[src/rtl/stream_fifo.sv]
// Single-clock first-word-fall-through stream FIFO with occupancy count,
// almost-full/almost-empty flags and a clearable high-water mark.
module stream_fifo #(
    parameter int WIDTH = 32,
    parameter int DEPTH = 16,
    parameter int CNT_W = $clog2(DEPTH) + 1
) (
    input  logic             clk,
    input  logic             rstn,
    input  logic             flush,
    input  logic             s_valid,
    output logic             s_ready,
    input  logic [WIDTH-1:0] s_data,
    output logic             m_valid,
    input  logic             m_ready,
    output logic [WIDTH-1:0] m_data,
    input  logic [CNT_W-1:0] af_thresh,
    input  logic [CNT_W-1:0] ae_thresh,
    output logic [CNT_W-1:0] count,
    output logic             a_full,
    output logic             a_empty,
    input  logic             wm_clear,
    output logic [CNT_W-1:0] watermark
);
    localparam int               AW       = $clog2(DEPTH);
    localparam logic [CNT_W-1:0] FULL_CNT = CNT_W'(DEPTH);
    localparam logic [CNT_W-1:0] CNT_ONE  = CNT_W'(1);
    localparam logic [AW-1:0]    PTR_ONE  = AW'(1);

    logic [WIDTH-1:0] mem_q [DEPTH];
    logic [AW-1:0]    wr_ptr_q, wr_ptr_d;
    logic [AW-1:0]    rd_ptr_q, rd_ptr_d;
    logic [CNT_W-1:0] count_q, count_d;
    logic [CNT_W-1:0] wm_q, wm_d;
    logic             push, pop;

    // Ready depends only on the registered count: a full FIFO never accepts,
    // even when a pop happens in the same cycle.
    assign s_ready = (count_q < FULL_CNT);
    assign m_valid = (count_q != '0);
    assign push    = s_valid & s_ready;
    assign pop     = m_valid & m_ready;

    assign m_data    = mem_q[rd_ptr_q];
    assign count     = count_q;
    assign watermark = wm_q;
    assign a_full    = (count_q >= af_thresh);
    assign a_empty   = (count_q <= ae_thresh);

    always_comb begin
        wr_ptr_d = wr_ptr_q;
        rd_ptr_d = rd_ptr_q;
        count_d  = count_q;
        if (flush) begin
            wr_ptr_d = '0;
            rd_ptr_d = '0;
            count_d  = '0;
        end else begin
            if (push) wr_ptr_d = wr_ptr_q + PTR_ONE;
            if (pop)  rd_ptr_d = rd_ptr_q + PTR_ONE;
            case ({push, pop})
                2'b10:   count_d = count_q + CNT_ONE;
                2'b01:   count_d = count_q - CNT_ONE;
                default: count_d = count_q;
            endcase
        end
    end

    // High-water mark tracks the next count so a clear reloads the live level.
    always_comb begin
        wm_d = wm_q;
        if (wm_clear) begin
            wm_d = count_d;
        end else if (count_d > wm_q) begin
            wm_d = count_d;
        end
    end

    always_ff @(posedge clk or negedge rstn) begin
        if (!rstn) begin
            wr_ptr_q <= '0;
            rd_ptr_q <= '0;
            count_q  <= '0;
            wm_q     <= '0;
        end else begin
            wr_ptr_q <= wr_ptr_d;
            rd_ptr_q <= rd_ptr_d;
            count_q  <= count_d;
            wm_q     <= wm_d;
        end
    end

    always_ff @(posedge clk) begin
        if (push && !flush) begin
            mem_q[wr_ptr_q] <= s_data;
        end
    end

endmodule

[config.mk]
export PLATFORM = sky130hd
export DESIGN_NAME = stream_fifo
export DESIGN_NICKNAME = d
export VERILOG_FILES = /design/src/rtl/stream_fifo.sv
export SDC_FILE = /design/constraint.sdc
export NUM_CORES = 1
export LEC_CHECK = 0
export ABC_AREA = 1
export CORE_MARGIN = 8
export CORE_UTILIZATION = 50
export DETAILED_ROUTE_END_ITERATION = 16
export GPL_ROUTABILITY_DRIVEN = 0
export MAX_ROUTING_LAYER = met4
export PLACE_DENSITY = 0.68
export SLEW_MARGIN = 20
export SYNTH_ARGS = -nofsm -noshare
export SYNTH_HDL_FRONTEND = slang
export SYNTH_SLANG_ARGS = --single-unit
[constraint.sdc]
create_clock -name clk -period 4.4 [get_ports clk]
set_clock_uncertainty 0.1 [all_clocks]
set_input_delay 0.88 -clock clk [delete_from_list [all_inputs] [get_ports clk]]
set_output_delay 0.88 -clock clk [all_outputs]
set_load 0.01 [all_outputs]
### Yosys cells after proc, flatten, opt, wreduce, memory -nomap -nowiden

Memory sizes are Yosys's and may differ from the RTL's.
Index checks and enable logic that the tools add are counted.

| storage, ports and cells | value |
|---|---|
| bits in registers | 18 |
| RAM bits | 512 |
| input bits | 48 |
| output and inout port bits | 46 |
| word-level logic and storage cells | 33 |
| memories kept | 1 |

Memory list:

| name | depth | bits a word | rd ports | clocked after Yosys merged registers in | wr ports | line | RTL |
|---|---|---|---|---|---|---|---|
| mem_q | 16 | 32 | 1 | 0 | 1 | 30 | `logic [WIDTH-1:0] mem_q [DEPTH];` |

| cells by class | value |
|---|---|
| add/sub/neg operators | 4 |
| magnitude comparators | 4 |
| eq/ne operators | 2 |
| multiplexer cells | 10 |
| bitwise gates (word level) | 2 |
| reductions and logical operators | 6 |

Operator list:

| cell | number |
|---|---|
| 2-to-1 mux 4 bit | 4 |
| 2-to-1 mux 5 bit | 3 |
| case mux 5 bit (2 select lines) | 1 |
| adder 4 x 1 -> 4 bit (second input constant) | 2 |
| nonzero test 2 bit | 3 |
| adder 5 x 1 -> 5 bit (second input constant) | 1 |
| >= comparator 5 bit | 1 |
| > comparator 5 bit | 1 |
| less-or-equal comparator 5 bit | 1 |
| < comparator 5 bit (second input constant) | 1 |
| nonzero test 5 bit | 1 |
| subtractor 5 x 1 -> 5 bit (second input constant) | 1 |
| bitwise AND 1 bit | 2 |
| equality test 2 x 1 -> 1 bit (second input constant) | 1 |
| equality test 2 bit (second input constant) | 1 |
| 2-to-1 mux 1 bit | 2 |
| logical AND 1 bit | 1 |
| zero test 1 bit | 1 |

### Longest topological paths before layout

| depth | value |
|---|---|
| word-level depth | 8 |
| mapped depth | 23 |
| depth with buffers taken out | 23 |

### Worst setup path after synthesis

OpenSTA, ideal clock, no wires.

| timing path | value |
|---|---|
| kind | input-to-reg |
| from | input port s_valid |
| to | memory mem_q[6][0], enable pin |
| setup time | 461 ps |
| data arrival time | 3495 ps |
| slack | 344 ps |
| stages | 4 |
| path through | nand2_2 nor2_1 inv_1 nor3_1 |

| between the ends | value |
|---|---|
| longest elaborated chain between the ends | 4 |

RTL lines:

| element | line | RTL |
|---|---|---|
| from (decl) | 11 | `input logic s_valid,` |
| bitwise AND 1 bit | 41 | `assign push = s_valid & s_ready;` |
| logical AND 1 bit | 94 | `if (push && !flush) begin` |
| 2-to-1 mux 1 bit | 94 |  |
| 2-to-1 mux 1 bit (implied by the code) | 95 | `mem_q[wr_ptr_q] <= s_data;` |
| to (decl) | 30 |  |

Every way passes these cells.

### Worst setup path after layout

| timing path | value |
|---|---|
| from | register rd_ptr_q[0] |
| to | output port m_data[31] |

| between the ends | value |
|---|---|
| longest elaborated chain between the ends | 1 |

RTL lines:

| element | line | RTL |
|---|---|---|
| from (decl) | 32 | `logic [AW-1:0] rd_ptr_q, rd_ptr_d;` |
| from (signal assigned) | 87 | `rd_ptr_q <= rd_ptr_d;` |
| memory (16 x 32 bit) | -- |  |
| to (decl) | 16 | `output logic [WIDTH-1:0] m_data,` |

Every way passes these cells.

==> run_results.csv <==
group,metric,value,unit
sta,period_minus_slack,4.17,ns
sta,max_freq,240,MHz
layout,areaGrowthSynthToFinish,14.8,%
sta,fin_hold_ws,0.426,ns
critical_path,crit_slowest_cell,"dfrtp_4",
cts,cts-root-buf,"clkbuf_16",
floorplan,fp-row-count,75,
yosys,syn_area,21200,µm²
floorplan,die_w,222,µm
layout,layout.nets,1720,
worst_hold_path,min_path_type,"flop to flop",
power_and_ir_drop,p_leak,8.00,nW
sta,setup-violations-final,0,
critical_path,cpLargestDelayFamily,"buffers and inverters",
cts,cts-htree-levels,2,
yosys,ys_types,34,
cts,cts_tree,"yes",
cts,cts.repair.resized,0,
sta,hold_viol_final,0,
placement,placed_area,22900,µm²
critical_path,crit_path_start,"rd_ptr_q[0]",
global_routing,overflow,0,
yosys,synth_warnings,0,
layout,final_cell_mix,"512 x edfxtp_1, 267 x nor2_1, 205 x o21ai_0, 98 x o221ai_1, 93 x clkdlybuf4s50_1",
cts,clock_path_buffers,3,
floorplan,die_area,49300,µm²
floorplan,die-height,222,µm
cts,cts_sinks,530,
global_routing,grt_max_degree,130,
global_routing,grt_pass1_wl,77300,µm
critical_path,cp.required,3.42,ns
power_and_ir_drop,peakVddDrop,297,µV
yosys,synth-seq-area-share,74.5,%
critical_path,path_cells,"buf_12, o21ai_0, o221ai_1, o211ai_1, nand2_1, clkdlybuf4s50_1",
layout,stdcell_area,24400,µm²
floorplan,core_area,41900,µm²
sta,fin_crit_sh,94.8,%
yosys,syn_area_per_cell,13.6,µm²
sta,report.final.slew_viol_count,0,
cts,cts_setup_buffers,0,
floorplan,start_util,50.7,%
critical_path,critical_path_depth,6,
layout,fin_cells,2226,
critical_path,path_class,"flop to output port",
placement,dp.cells,2135,
critical_path,rr_startpoint,"count[2]",
global_routing,grt_pass1_vias,13300,
global_routing,grt.total_usage,20.7,%
cts,clk_pin_slew,0.06,ns
route,postRouteAntennaNets,0,
critical_path,cp_slowest_stage_delay,0.84,ns
cts,cts_buffers,52,
critical_path,path_max_fanout,112,
route,vias_per_cell,6.01,
layout,fillCellCount,3228,
route,drt_iter0_drc,1239,
run_status,status,"completed",
sta,fin_setup_tns,0,ns
cts,clkLatencyLatePin,0.56,ns
route,first_pass_iters,5,
yosys,ys_ff_latch,530,
critical_path,r2r_end,"watermark[0]",
placement,dp_hpwl,25700,µm
cts,hold_buffers,0,
route,wl_per_cell,22.8,µm
sta,rsz0062_at_grt,"no",
critical_path,cp-end-kind,"output port",
layout,drive_gt1_share,8.30,%
critical_path,r2r_cells,21,
yosys,syn-instance-count,1566,
critical_path,cp-start-kind,"flop",
floorplan,io_pins,94,
route,drc,0,
yosys,syn_nets,1636,
critical_path,regToRegSetupSlack,1.12,ns
sta,timing.slew.headroom,44.9,%
critical_path,worstPathArrival,3.19,ns
sta,worstMarginPinSlew,0.823,ns
global_routing,grt_antenna_before_repair,1,
critical_path,endpoint,"m_data[31]",
layout,regArea,15800,µm²
power_and_ir_drop,powerDensity,535,nW/µm²
run,timing.max_cap.violations,0,
layout,final_common_cell,"edfxtp_1",
placement,io_buffers,93,
layout,multiInputGateArea,4790,µm²
route,vias,13400,
worst_hold_path,min_from,"wr_ptr_q[3]",
critical_path,cp_num_buf_inv,2,
route,wl,50800,µm
[logic make-up after synthesis]
kind of cell,Yosys count,share of synthesized area [%]
and+or+nand+nor,410,7.80
buffers and inverters,153,3.43
adders and majority gates,22,1.30
AOI/OAI and AO/OA,451,13.0
DFF,530,74.5
[how the worst min path moves through the flow]
stage	end	depth (start not counted)
3_3_place_gp	wr_ptr_q[3]	1
4_1_cts	wr_ptr_q[3]	1
3_5_place_dp	wr_ptr_q[3]	1
2_1_floorplan	wr_ptr_q[3]	1
5_1_grt	wr_ptr_q[3]	1
6_report	wr_ptr_q[3]	1
[sequential cells by signal, indices dropped and copies added, names as in the netlist]
signal and cells:
count 5, rd_ptr_q 4, mem_q 512, wr_ptr_q 4
watermark 5
[metrics by stage]
step	worst slack [ns]	total power, mW	utilization (%)
6_report	0.228	13.0	58.2
2_1_floorplan	0.344	7.94	-
3_3_place_gp	0.607	9.14	54.6
5_1_grt	0.0302	13.7	58.2
4_1_cts	0.230	13.1	58.2
3_5_place_dp	0.542	9.22	54.6
[routing by layer]
layer	GRT usage, %	part of all wire (%)	up-vias	wire, µm
li1	-	-	6104	-
met1	26.4	42	6679	21300
met2	33.7	48	477	24600
met3	3.33	6.7	119	3390
met4	6.84	3.0	0	1530
met5	-	0	-	0
[cell type report]
cell class | count | area share (%)
clock buffers | 62 | 5.49
multi-input cells | 883 | 19.6
diodes | 1 | 0.0103
inverters | 47 | 0.749
repair buffers | 136 | 5.86
clock inverters | 28 | 0.595
flip-flops and latches | 530 | 64.9
well taps | 539 | 2.76
[synthesized netlist by cell type]
master / count / area share, %
nand4_2: 1 / 0.059
buf_6: 12 / 0.64
nand3_2: 2 / 0.094
a21o_1: 2 / 0.071
inv_4: 1 / 0.029
ha_1: 22 / 1.3
nor2_1: 275 / 4.9
buf_4: 5 / 0.18
nand3b_1: 1 / 0.035
inv_1: 43 / 0.76
nand2_1: 67 / 1.2
inv_2: 3 / 0.053
o22ai_1: 32 / 0.94
nor3_1: 10 / 0.24
nor2_2: 1 / 0.029
nor4_1: 1 / 0.029
nand4_1: 2 / 0.059
a21oi_1: 14 / 0.33
nand3_1: 46 / 1.1
buf_1: 2 / 0.035
nand2_2: 3 / 0.088
o21a_1: 1 / 0.035
o21ai_0: 205 / 4.8
o21ai_1: 64 / 1.5
dfrtp_1: 18 / 2.1
nor3_2: 1 / 0.047
buf_2: 33 / 0.78
o21bai_1: 4 / 0.14
o221ai_1: 98 / 4.0
edfxtp_1: 512 / 72
o211ai_1: 30 / 1.1
a211oi_1: 1 / 0.035
clkbuf_2: 2 / 0.047
clkbuf_1: 52 / 0.92
[where the power goes]
group / internal (mW) / leakage [nW] / switching [mW]
clock: 2.16 / 0.725 / 1.78
combinational: 1.27 / 2.43 / 2.05
sequential: 5.65 / 4.84 / 0.125
Note: power is estimated with default switching activity, not from simulation.
